`src/rtl/fetch_stage.sv`:
```
// Instruction-fetch stage of the 5-stage RV32 pipeline: owns the PC, issues
// addresses to a 1-cycle-latency synchronous instruction memory and presents
// each returned instruction together with its PC to Decode.
//
// Ports:
//   clk        rising-edge clock
//   rst        synchronous, active-high reset
//   StallF     hold fetch; PC and presented outputs frozen
//   PCSrcE     redirect request from Execute
//   PCTargetE  redirect target (bits [1:0] forced to 00)
//   ImemAddr   address issued to instruction memory this cycle (registered)
//   ImemRdata  instruction for the address issued in the previous cycle
//   InstrF     presented instruction (NOP_INSTR when ValidF=0)
//   PCF        PC of InstrF (0 when ValidF=0)
//   PCPlus4F   PCF+4 modulo 2^WIDTH (0 when ValidF=0)
//   ValidF     presented fetch is real and on the correct path
module fetch_stage #(
    parameter int unsigned     WIDTH     = 32,
    parameter logic [WIDTH-1:0] RESET_PC  = '0,
    parameter logic [WIDTH-1:0] NOP_INSTR = WIDTH'(32'h0000_0013)
) (
    input  logic             clk,
    input  logic             rst,
    input  logic             StallF,
    input  logic             PCSrcE,
    input  logic [WIDTH-1:0] PCTargetE,
    output logic [WIDTH-1:0] ImemAddr,
    input  logic [WIDTH-1:0] ImemRdata,
    output logic [WIDTH-1:0] InstrF,
    output logic [WIDTH-1:0] PCF,
    output logic [WIDTH-1:0] PCPlus4F,
    output logic             ValidF
);

    localparam logic [WIDTH-1:0] PC_STEP    = WIDTH'(4);
    localparam logic [WIDTH-1:0] ALIGN_MASK = ~WIDTH'(3);

    // Issued address and the address/validity of the word returning now
    logic [WIDTH-1:0] pc_req;
    logic [WIDTH-1:0] pc_resp;
    logic             resp_valid;

    // Stall skid buffer: freezes what was presented when the stall began,
    // since the memory keeps returning a newer word while PC is held
    logic [WIDTH-1:0] hold_instr;
    logic [WIDTH-1:0] hold_pc;
    logic             hold_valid;
    logic             hold_active;

    // Raw presented values before bubble masking
    logic [WIDTH-1:0] pres_instr;
    logic [WIDTH-1:0] pres_pc;
    logic             pres_valid;

    // Select between live memory response and the skid buffer
    always_comb begin
        pres_instr = ImemRdata;
        pres_pc    = pc_resp;
        pres_valid = resp_valid;
        if (hold_active) begin
            pres_instr = hold_instr;
            pres_pc    = hold_pc;
            pres_valid = hold_valid;
        end
    end

    // Bubbles present a canonical NOP with zeroed PCs
    always_comb begin
        InstrF   = NOP_INSTR;
        PCF      = '0;
        PCPlus4F = '0;
        ValidF   = pres_valid;
        if (pres_valid) begin
            InstrF   = pres_instr;
            PCF      = pres_pc;
            PCPlus4F = pres_pc + PC_STEP;
        end
    end

    assign ImemAddr = pc_req;

    // PC / response tracking; priority rst > redirect > stall > advance
    always_ff @(posedge clk) begin
        if (rst) begin
            pc_req      <= RESET_PC;
            pc_resp     <= '0;
            resp_valid  <= 1'b0;
            hold_instr  <= '0;
            hold_pc     <= '0;
            hold_valid  <= 1'b0;
            hold_active <= 1'b0;
        end else if (PCSrcE) begin
            // Word returning next cycle is wrong-path: mark it invalid
            pc_req      <= PCTargetE & ALIGN_MASK;
            resp_valid  <= 1'b0;
            hold_active <= 1'b0;
        end else if (StallF) begin
            if (!hold_active) begin
                hold_instr  <= pres_instr;
                hold_pc     <= pres_pc;
                hold_valid  <= pres_valid;
                hold_active <= 1'b1;
            end
        end else begin
            // Held pc_req is re-issued on release, so nothing is lost
            pc_req      <= pc_req + PC_STEP;
            pc_resp     <= pc_req;
            resp_valid  <= 1'b1;
            hold_active <= 1'b0;
        end
    end

endmodule

```
`config.mk`:
```
export PLATFORM = sky130hd
export DESIGN_NAME = fetch_stage
export DESIGN_NICKNAME = d
export VERILOG_FILES = /design/src/rtl/fetch_stage.sv
export SDC_FILE = /design/constraint.sdc
export NUM_CORES = 1
export LEC_CHECK = 0
export BUFFER_PORTS_ARGS = -buffer_cell sky130_fd_sc_hd__buf_2
export CELL_PAD_IN_SITES_DETAIL_PLACEMENT = 2
export CELL_PAD_IN_SITES_GLOBAL_PLACEMENT = 2
export CORE_MARGIN = 8
export CORE_UTILIZATION = 31
export DETAILED_ROUTE_END_ITERATION = 8
export HOLD_SLACK_MARGIN = 0.02
export PLACE_DENSITY_LB_ADDON = 0.1
export SLEW_MARGIN = 10
export SYNTH_ARGS = -nofsm -noshare
export SYNTH_HDL_FRONTEND = slang
export SYNTH_SLANG_ARGS = --single-unit
```
`constraint.sdc`:
```
create_clock -name clk -period 5.4 [get_ports clk]
set_clock_uncertainty 0.2 [all_clocks]
set_input_delay 0.54 -clock clk [delete_from_list [all_inputs] [get_ports clk]]
set_output_delay 0.54 -clock clk [all_outputs]
set_load 0.05 [all_outputs]
```
==> out/qor.log, run 1 <==
[critical_path] path depth of the worst reg2reg path 5
[detailed_routing] via density per instance 5.13
[detailed_routing] starting DRC count in detailed routing 318
[timing] crit path time final 4140 ps
[floorplanning] die span in x 164 um
[floorplanning] Initial Util 0.314
[clock_network] clock tree root driver cell clkbuf_16
[detailed_routing] antenna violation net count after detailed routing 0
[synthesis] cell type with the largest total area after synthesis dfxtp_1
[synthesis] most frequently used cell type in the post-synthesis netlist nand2_1
[critical_path] cell-by-cell listing of the critical path buf_4 > nor2b_1 > buf_4 > nor2_4 > buf_4 > nor2_1 > o31ai_1 > o41ai_1 > buf_2
[clock_network] clock edge transition at the registers on the reported setup and hold paths 60 ps
[layout] number of inserted diodes 0
[critical_path] endpoint of the lowest-slack register-to-register path hold_pc[29]
[clock_network] source-to-sink clock delay at the later pin of the worst-skew pair 410 ps
[critical_path] Critical Path Slowest Stage Cell dfxtp_4
[detailed_routing] wire length reported by the detailed router 25.2 mm
[layout] area of all placed cells without fillers 8510 um2
[flow_run] max capacitance violation total 0
[critical_path] Worst path most repeated cell buf_4
[placed_design] weighted congestion at the end of routability-driven global placement 0.763
[pwr] power density relative to cell area 300 nW/um2
[synthesis] proportion of netlist area held by the largest area contributor 0.374
[synthesis] post-synth cell types 54
[synthesis] dominant synthesized flop cell dfxtp_1
[synthesis] synthesis-stage register bit count 127
[global_route] all-layer global routing usage 0.185
[hold_path] hold path endpoint ImemAddr[6]
[detailed_routing] post-detailed-route DRC marker count 0
[critical_path] CP bufs+invs 4
[pwr] overall power consumption 2.56 mW
[synthesis] number of instances in the synthesized netlist 904
[global_route] largest net degree at the start of global routing 85
[hold_path] worst hold start PCTargetE[6]
[synthesis] synth warn 0
[clock_network] clock buffer count from CTS 17
[detailed_routing] first drt pass iteration count 4
[global_route] number of antenna violations at the first check in global routing 0
[timing] total negative slack for setup checks 0 ps
[clock_network] maximum buffer depth of the clock tree 2
[synthesis] main area contributors after synthesis dfxtp_1 37%, nand2_1 13%, a21oi_1 8.5%, mux2i_1 6.8%, nor2_1 4.5%
[clock_network] total of hold buffers inserted after clock tree synthesis 0
[timing] maximum clock rate 241 MHz
[clock_network] Post CTS Setup Buffer Count 0
[timing] final worst-path cycle share 0.767
[synthesis] register area share after synthesis 0.374
[synthesis] post-synthesis area per instance 7.53 um2
[critical_path] biggest cell delay along the critical path 880 ps
[placed_design] dpl ws 1620 ps
[global_route] vias in the first global route 7303
[critical_path] Crit Path Category reg -> out
[synthesis] combinational family with the most area after synthesis simple AND/OR/NAND/NOR gates
[placed_design] DP Area 7880 um2
[hold_path] kind of path behind the tightest hold check in -> reg
[pwr] maximum resistive drop on vdd 0.000211 V
[synthesis] adder-cell share of the synthesized area 0.00368
[hold_path] Cells on Worst Hold Path 3
[floorplanning] placeable core region 21700 um2
[layout] area growth from synthesis to final layout 25.1%
[timing] count of endpoints failing setup in the final report 0
[clock_network] quantity of gates resized following cts 0
[global_route] total grt overflow 0
[critical_path] worst reg-to-reg setup slack 2700 ps
[run_status] status finished clean
[clock_network] clk sink count 127
[layout] post-route core utilization 0.393
[layout] filler cell count 2600
[synthesis] FFs w/ async S/R, synth 0
[timing] RSZ-0062 raised after global routing false
[placed_design] count of input and output buffers 192
[synthesis] post-synthesis share of cell area spent on and, or, nand and nor gates 0.282
[critical_path] required time of the critical path 4660 ps
[synthesis] list of most frequent post-synthesis cells 237 x nand2_1, 127 x dfxtp_1, 116 x a21oi_1, 82 x nor2_1
[critical_path] critical path startpoint category register
[floorplanning] placement row count 54
[critical_path] critical-path maximum fanout 60
[timing] final slew viol count 0
[synthesis] Compound-Gate Fraction of Synth Area 0.169
[global_route] wire length of the first global-routing pass 40.0 mm
[floorplanning] Die Outline Area 27000 um2
[synthesis] mux contribution to synthesized area 0.0726
[synthesis] number of enable-type register cells in the synthesized netlist 0
[clock_network] number of levels in the clock H-tree 4
[critical_path] data arrival time of the critical path 3400 ps
[synthesis] fraction of synthesized cell area in xor and xnor cells 0.0489
[critical_path] critical path capture point type primary output
[floorplanning] Chip Height 164 um
[floorplanning] count of pins on the block boundary 197
[timing] actual transition at the worst max-transition pin 1120 ps
[timing] worst slew slack as a fraction of its limit 0.254
[critical_path] startpoint of the lowest-slack register-to-register path hold_active
[clock_network] clock tree from TritonCTS yes
[pwr] leak pwr 3.31 nW
[critical_path] family of cells with the greatest summed delay on the critical path buffers and inverters
[placed_design] Post-DP HPWL 18.4 mm
[detailed_routing] routed via count 6909
[synthesis] Syn Std Cell Area 6810 um2
[layout] number of nets in the final layout 1124
[detailed_routing] routed wire length per instance 18.7 um
[layout] layout cell share with drive strength beyond 1 0.235
[timing] final worst slack 1260 ps
[timing] number of hold violations in the final report 0
## layout make-up
cell class,instances,area [um2],share of cell area
Multi-Input combinational cell,702,3940,0.463
Clock inverter,11,160,0.0188
Tap cell,280,350,0.0411
Timing Repair Buffer,199,1020,0.119
Clock buffer,21,472,0.0554
Inverter,7,26.3,0.00309
Sequential cell,127,2550,0.299
## sequential cells by signal, summed over array words and instances, names as in the netlist
signal and count:
ImemAddr 30, hold_active 1, hold_instr 32, hold_pc 32, hold_valid 1, pc_resp 30
resp_valid 1
## metrics by stage
step,cells,hold slack (ps)
after detailed placement,1315,250
after floorplan,905,236
final,1347,157
after global routing,1347,159
after CTS,1347,146
after global placement,1315,242
## how the worst max path moves through the flow
stage           startpoint           end  slack (ps)  cells past startpoint
2_1_floorplan  hold_active  PCPlus4F[24]        1270                      9
3_3_place_gp   hold_active  PCPlus4F[26]        1660                      6
3_5_place_dp   hold_active  PCPlus4F[26]        1620                      6
4_1_cts        hold_active  PCPlus4F[26]        1180                      6
5_1_grt        hold_active  PCPlus4F[14]        1000                      9
6_report       hold_active  PCPlus4F[24]        1260                      9
## per-layer routing
layer	global-route usage	wire [um]
met3	0.0449	1330
met5	0	0
met2	0.288	11200
met4	0.0364	188
met1	0.254	12500
## kinds of logic after synthesis
kind of cell	after synthesis
and+or+nand+nor	420
xor gates and xnor gates	38
AOI/OAI and AO/OA	191
muxes	49
other	1
DFF	127
buffers and inverters	76
adders and majority gates	2
## cell usage in the layout (no fill, tap or decap), drive strengths merged, types with 3 or more instances in the layout
master / n
xor2: 11
nor3: 5
a21oi: 118
nand3: 22
nor3b: 4
dfxtp: 127
mux2: 3
a22o: 16
clkbuf: 21
nand3b: 5
bufinv: 4
a22oi: 4
nor2: 82
clkinv: 5
nand4b: 6
xnor2: 27
a211oi: 17
a31oi: 3
and4: 5
nand2: 237
nand4: 22
o31ai: 8
buf: 199
and3: 6
nor4: 11
and2: 5
inv: 7
mux2i: 46
o21a: 3
o21ai: 13
## report_power, final
part / internal, mW / leakage (nW) / switching [mW] / total, mW
Clock: 0.808 / 0.308 / 0.421 / 1.23
Combinational: 0.0863 / 1.97 / 0.217 / 0.303
Sequential: 0.972 / 1.04 / 0.0524 / 1.02
Total: 1.87 / 3.31 / 0.690 / 2.56
## worst register-to-register path: stages (launching register included)
cell and delay [ps]:
dfxtp_4 880, nor2_1 170, nand2_2 660, buf_4 440, nand2_1 110, a21oi_1 160
(Power assumes the default switching activity.)
==> inputs of run 2 (changes only) <==
--- a/config.mk
+++ b/config.mk
@@ -5,11 +5,12 @@
 export SDC_FILE = /design/constraint.sdc
 export NUM_CORES = 1
 export LEC_CHECK = 0
+export ABC_AREA = 1
 export BUFFER_PORTS_ARGS = -buffer_cell sky130_fd_sc_hd__buf_2
 export CELL_PAD_IN_SITES_DETAIL_PLACEMENT = 2
 export CELL_PAD_IN_SITES_GLOBAL_PLACEMENT = 2
 export CORE_MARGIN = 8
-export CORE_UTILIZATION = 31
+export CORE_UTILIZATION = 25
 export DETAILED_ROUTE_END_ITERATION = 8
 export HOLD_SLACK_MARGIN = 0.02
 export PLACE_DENSITY_LB_ADDON = 0.1
==> constraint.sdc (replaced) <==
create_clock -name clk -period 3.45 [get_ports clk]
set_clock_uncertainty 0.2 [all_clocks]
set_input_delay 0.345 -clock clk [delete_from_list [all_inputs] [get_ports clk]]
set_output_delay 0.345 -clock clk [all_outputs]
set_load 0.05 [all_outputs]
==> out/qor.log, run 2 <==
[detailed_routing] wire length reported by the detailed router 31.2 mm [was 25.2 mm]
[placed_design] count of input and output buffers 192 [unchanged]
[timing] final worst-path cycle share 0.932
[synthesis] register area share after synthesis 0.342 [was 0.374]
[layout] number of nets in the final layout 1446 [was 1124]
[layout] leading cell types in the layout, fill and taps excluded 327 x nand2_1, 180 x buf_2, 178 x nor2_1 [was 236 x nand2_1, 191 x buf_2, 126 x dfxtp_1]
[clock_network] source-to-sink clock delay at the later pin of the worst-skew pair 420 ps [was 410 ps]
[synthesis] Syn Std Cell Area 7430 um2 [was 6810 um2]
[timing] count of endpoints failing setup in the final report 0 [unchanged]
[floorplanning] Initial Util 0.252 [was 0.314]
[pwr] leak pwr 4.28 nW [was 3.31 nW]
[clock_network] clock edge transition at the registers on the reported setup and hold paths 60 ps [about the same]
[pwr] combinational fraction of design power 0.172 [was 0.119]
[flow_run] max capacitance violation total 0 [unchanged]
[timing] final slew viol count 0 [unchanged]
[critical_path] critical-path maximum fanout 16 [was 60]
[detailed_routing] starting DRC count in detailed routing 229 [was 318]
[layout] layout cell share with drive strength beyond 1 0.203 [was 0.235]
[floorplanning] die span in x 188 um [was 164 um]
[clock_network] Post CTS Setup Buffer Count 0 [unchanged]
[synthesis] dominant synthesized flop cell dfxtp_1 [unchanged]
[timing] total negative slack for setup checks 0 ps [unchanged]
[layout] leading registers by flop count hold_instr: 32 flops, hold_pc: 32 flops [unchanged]
[placed_design] number of placed cells counting well taps 1738 [was 1315]
[global_route] all-layer global routing usage 0.174 [was 0.185]
[clock_network] clock tree root driver cell clkbuf_16 [unchanged]
[pwr] switching power as a share of total power 0.301 [was 0.270]
[critical_path] required time of the critical path 2900 ps [was 4660 ps]
[global_route] total grt overflow 0 [unchanged]
[synthesis] FFs w/ async S/R, synth 0 [unchanged]
[global_route] largest net degree at the start of global routing 83 [was 85]
[synthesis] mux contribution to synthesized area 0.00269 [was 0.0726]
[detailed_routing] routed via count 8355 [was 6909]
[floorplanning] Chip Height 188 um [was 164 um]
[detailed_routing] routed wire length per instance 17.5 um [was 18.7 um]
[layout] filler cell count 3706 [was 2600]
[global_route] vias in the first global route 8931 [was 7303]
[synthesis] adder-cell share of the synthesized area 0.00337 [was 0.00368]
[detailed_routing] first drt pass iteration count 4 [unchanged]
[clock_network] number of levels in the clock H-tree 4 [unchanged]
[synthesis] Compound-Gate Fraction of Synth Area 0.174 [was 0.169]
[synthesis] main area contributors after synthesis dfxtp_1 34%, nand2_1 17%, nor2_1 9.3%, inv_1 7.0%, o21ai_0 4.9% [was dfxtp_1 37%, nand2_1 13%, a21oi_1 8.5%, mux2i_1 6.8%, nor2_1 4.5%]
[layout] most common cell after layout, fill and taps aside nand2_1 [unchanged]
[synthesis] number of instances in the synthesized netlist 1203 [was 904]
[synthesis] post-synth cell types 39 [was 54]
[floorplanning] Die Outline Area 35500 um2 [was 27000 um2]
[pwr] power density relative to cell area 443 nW/um2 [was 300 nW/um2]
[placed_design] weighted congestion at the end of routability-driven global placement 0.782 [was 0.763]
[detailed_routing] antenna violation net count after detailed routing 0 [unchanged]
[synthesis] fraction of synthesized cell area in xor and xnor cells 0.00118 [was 0.0489]
[synthesis] synthesis-stage register bit count 127 [unchanged]
[synthesis] post-synthesis share of cell area spent on and, or, nand and nor gates 0.361 [was 0.282]
[floorplanning] placement row count 63 [was 54]
[clock_network] clock buffer count from CTS 17 [unchanged]
[critical_path] data arrival time of the critical path 2670 ps [was 3400 ps]
[placed_design] Post-DP HPWL 23.6 mm [was 18.4 mm]
[timing] worst slew slack as a fraction of its limit 0.463 [was 0.254]
[synthesis] list of most frequent post-synthesis cells 327 x nand2_1, 184 x nor2_1, 138 x inv_1, 127 x dfxtp_1, 73 x o21ai_0 [was 237 x nand2_1, 127 x dfxtp_1, 116 x a21oi_1, 82 x nor2_1]
[run_status] status finished clean [unchanged]
[clock_network] maximum buffer depth of the clock tree 2 [unchanged]
[clock_network] clock tree from TritonCTS yes [unchanged]
[critical_path] critical path capture point type primary output [unchanged]
[floorplanning] placeable core region 29500 um2 [was 21700 um2]
[critical_path] critical path startpoint category register [unchanged]
[detailed_routing] via density per instance 4.70 [was 5.13]
[synthesis] number of enable-type register cells in the synthesized netlist 0 [unchanged]
[synthesis] post-synthesis area per instance 6.18 um2 [was 7.53 um2]
[layout] area growth from synthesis to final layout 27.7% [was 25.1%]
[detailed_routing] post-detailed-route DRC marker count 0 [unchanged]
[timing] RSZ-0062 raised after global routing false [unchanged]
[clock_network] clk sink count 127 [unchanged]
[floorplanning] count of pins on the block boundary 197 [unchanged]
[timing] actual transition at the worst max-transition pin 805 ps [was 1120 ps]
[timing] crit path time final 3220 ps
[pwr] clock power share 0.441 [was 0.481]
[pwr] maximum resistive drop on vdd 0.000323 V [was 0.000211 V]
[synthesis] proportion of netlist area held by the largest area contributor 0.342 [was 0.374]
[timing] number of hold violations in the final report 0 [unchanged]
[global_route] wire length of the first global-routing pass 49.9 mm [was 40.0 mm]
[global_route] number of antenna violations at the first check in global routing 0 [unchanged]
[synthesis] combinational family with the most area after synthesis simple AND/OR/NAND/NOR gates [unchanged]
[timing] maximum clock rate 311 MHz
[layout] number of inserted diodes 0 [unchanged]
[layout] Final Instance Count excl. Fillers 1777 [was 1347]
[synthesis] most frequently used cell type in the post-synthesis netlist nand2_1 [unchanged]
[pwr] P_int 2.94 mW [was 1.87 mW]
[hold_path] kind of path behind the tightest hold check in -> reg [unchanged]
[pwr] reported net switching power 1.26 mW [was 0.690 mW]
[synthesis] synth warn 0 [unchanged]
[pwr] power share of the sequential group 0.387 [was 0.401]
[critical_path] Crit Path Category reg -> out [unchanged]
[synthesis] cell type with the largest total area after synthesis dfxtp_1 [unchanged]
## run 2: repair_timing
action                                  4_1_cts  5_1_grt
gates resized for setup                       3       22
pin swaps                                     0        0
hold buffers                                  9        0
endpoints found under the setup margin       59       25
hold endpoints to repair                      9        0
## run 2: critical path: stages (launching register included)
cell	delay, ps
dfxtp_4	410
inv_2	160
nand2_1	90
nand2_1	140
ha_2	240
nand2_1	130
nor2_4	190
inv_1	90
nor2_1	240
nand2_1	90
nand2_1	60
nand2_1	70
nor2_1	110
clkbuf_4	240
## run 2: layout make-up
| cell class | instances | area (um2) | area share |
|---|---|---|---|
| multi-input cells | 867 | 4070 | 0.428 |
| clock inverters | 6 | 108 | 0.0113 |
| repair buffers | 220 | 1270 | 0.134 |
| flip-flops and latches | 127 | 2550 | 0.268 |
| clock buffers | 24 | 482 | 0.0507 |
| inverters | 143 | 537 | 0.0565 |
| well taps | 390 | 488 | 0.0514 |
## run 2: routing by layer
layer / share of wire / track usage
met1: 0.50 / 0.235
met2: 0.46 / 0.287
met4: 0.0040 / 0.0268
met5: 0 / 0
met3: 0.041 / 0.0353
## run 2: path summary, 6_finish.rpt
| check | cells past startpoint | endpoint | startpoint | slack [ps] |
|---|---|---|---|---|
| max | 13 | PCPlus4F[30] | hold_active | 230 |
| min | 3 | ImemAddr[5] | PCTargetE[5] | 30 |
| min reg2reg | 2 | hold_pc[0] | hold_pc[0] | 250 |
| max reg2reg | 10 | ImemAddr[30] | ImemAddr[2] | 1210 |
## run 2: cells by family (layout without fill, tap and decap cells)
group	after synthesis	in the layout
flops	127	127
buf+inv	210	393
simple gates	645	645
compound gates	215	215
fa+ha+maj	2	2
mux	2	2
xor+xnor	1	1
other cells	1	2
## run 2: per-stage QoR
stage / utilization / cell area [um2] / hold slack, ps / power (mW) / setup slack (ps)
3_3_place_gp: 0.297 / 8740 / 232 / 2.36 / 397
5_1_grt: 0.322 / 9490 / 31.2 / 4.40 / 7.14
6_report: 0.322 / 9490 / 33.0 / 4.20 / 234
2_1_floorplan: - / 7440 / 225 / 2.13 / 371
4_1_cts: 0.320 / 9440 / 20.2 / 4.26 / 10.2
3_5_place_dp: 0.297 / 8740 / 247 / 2.38 / 360
## run 2: power groups by stage
stage	combinational (mW)	sequential, mW	clock [mW]
CTS	0.734	1.63	1.90
detailed placement	0.720	1.66	0
global placement	0.708	1.65	0
finish	0.725	1.63	1.85
global route	0.802	1.64	1.96
floorplan	0.431	1.70	0
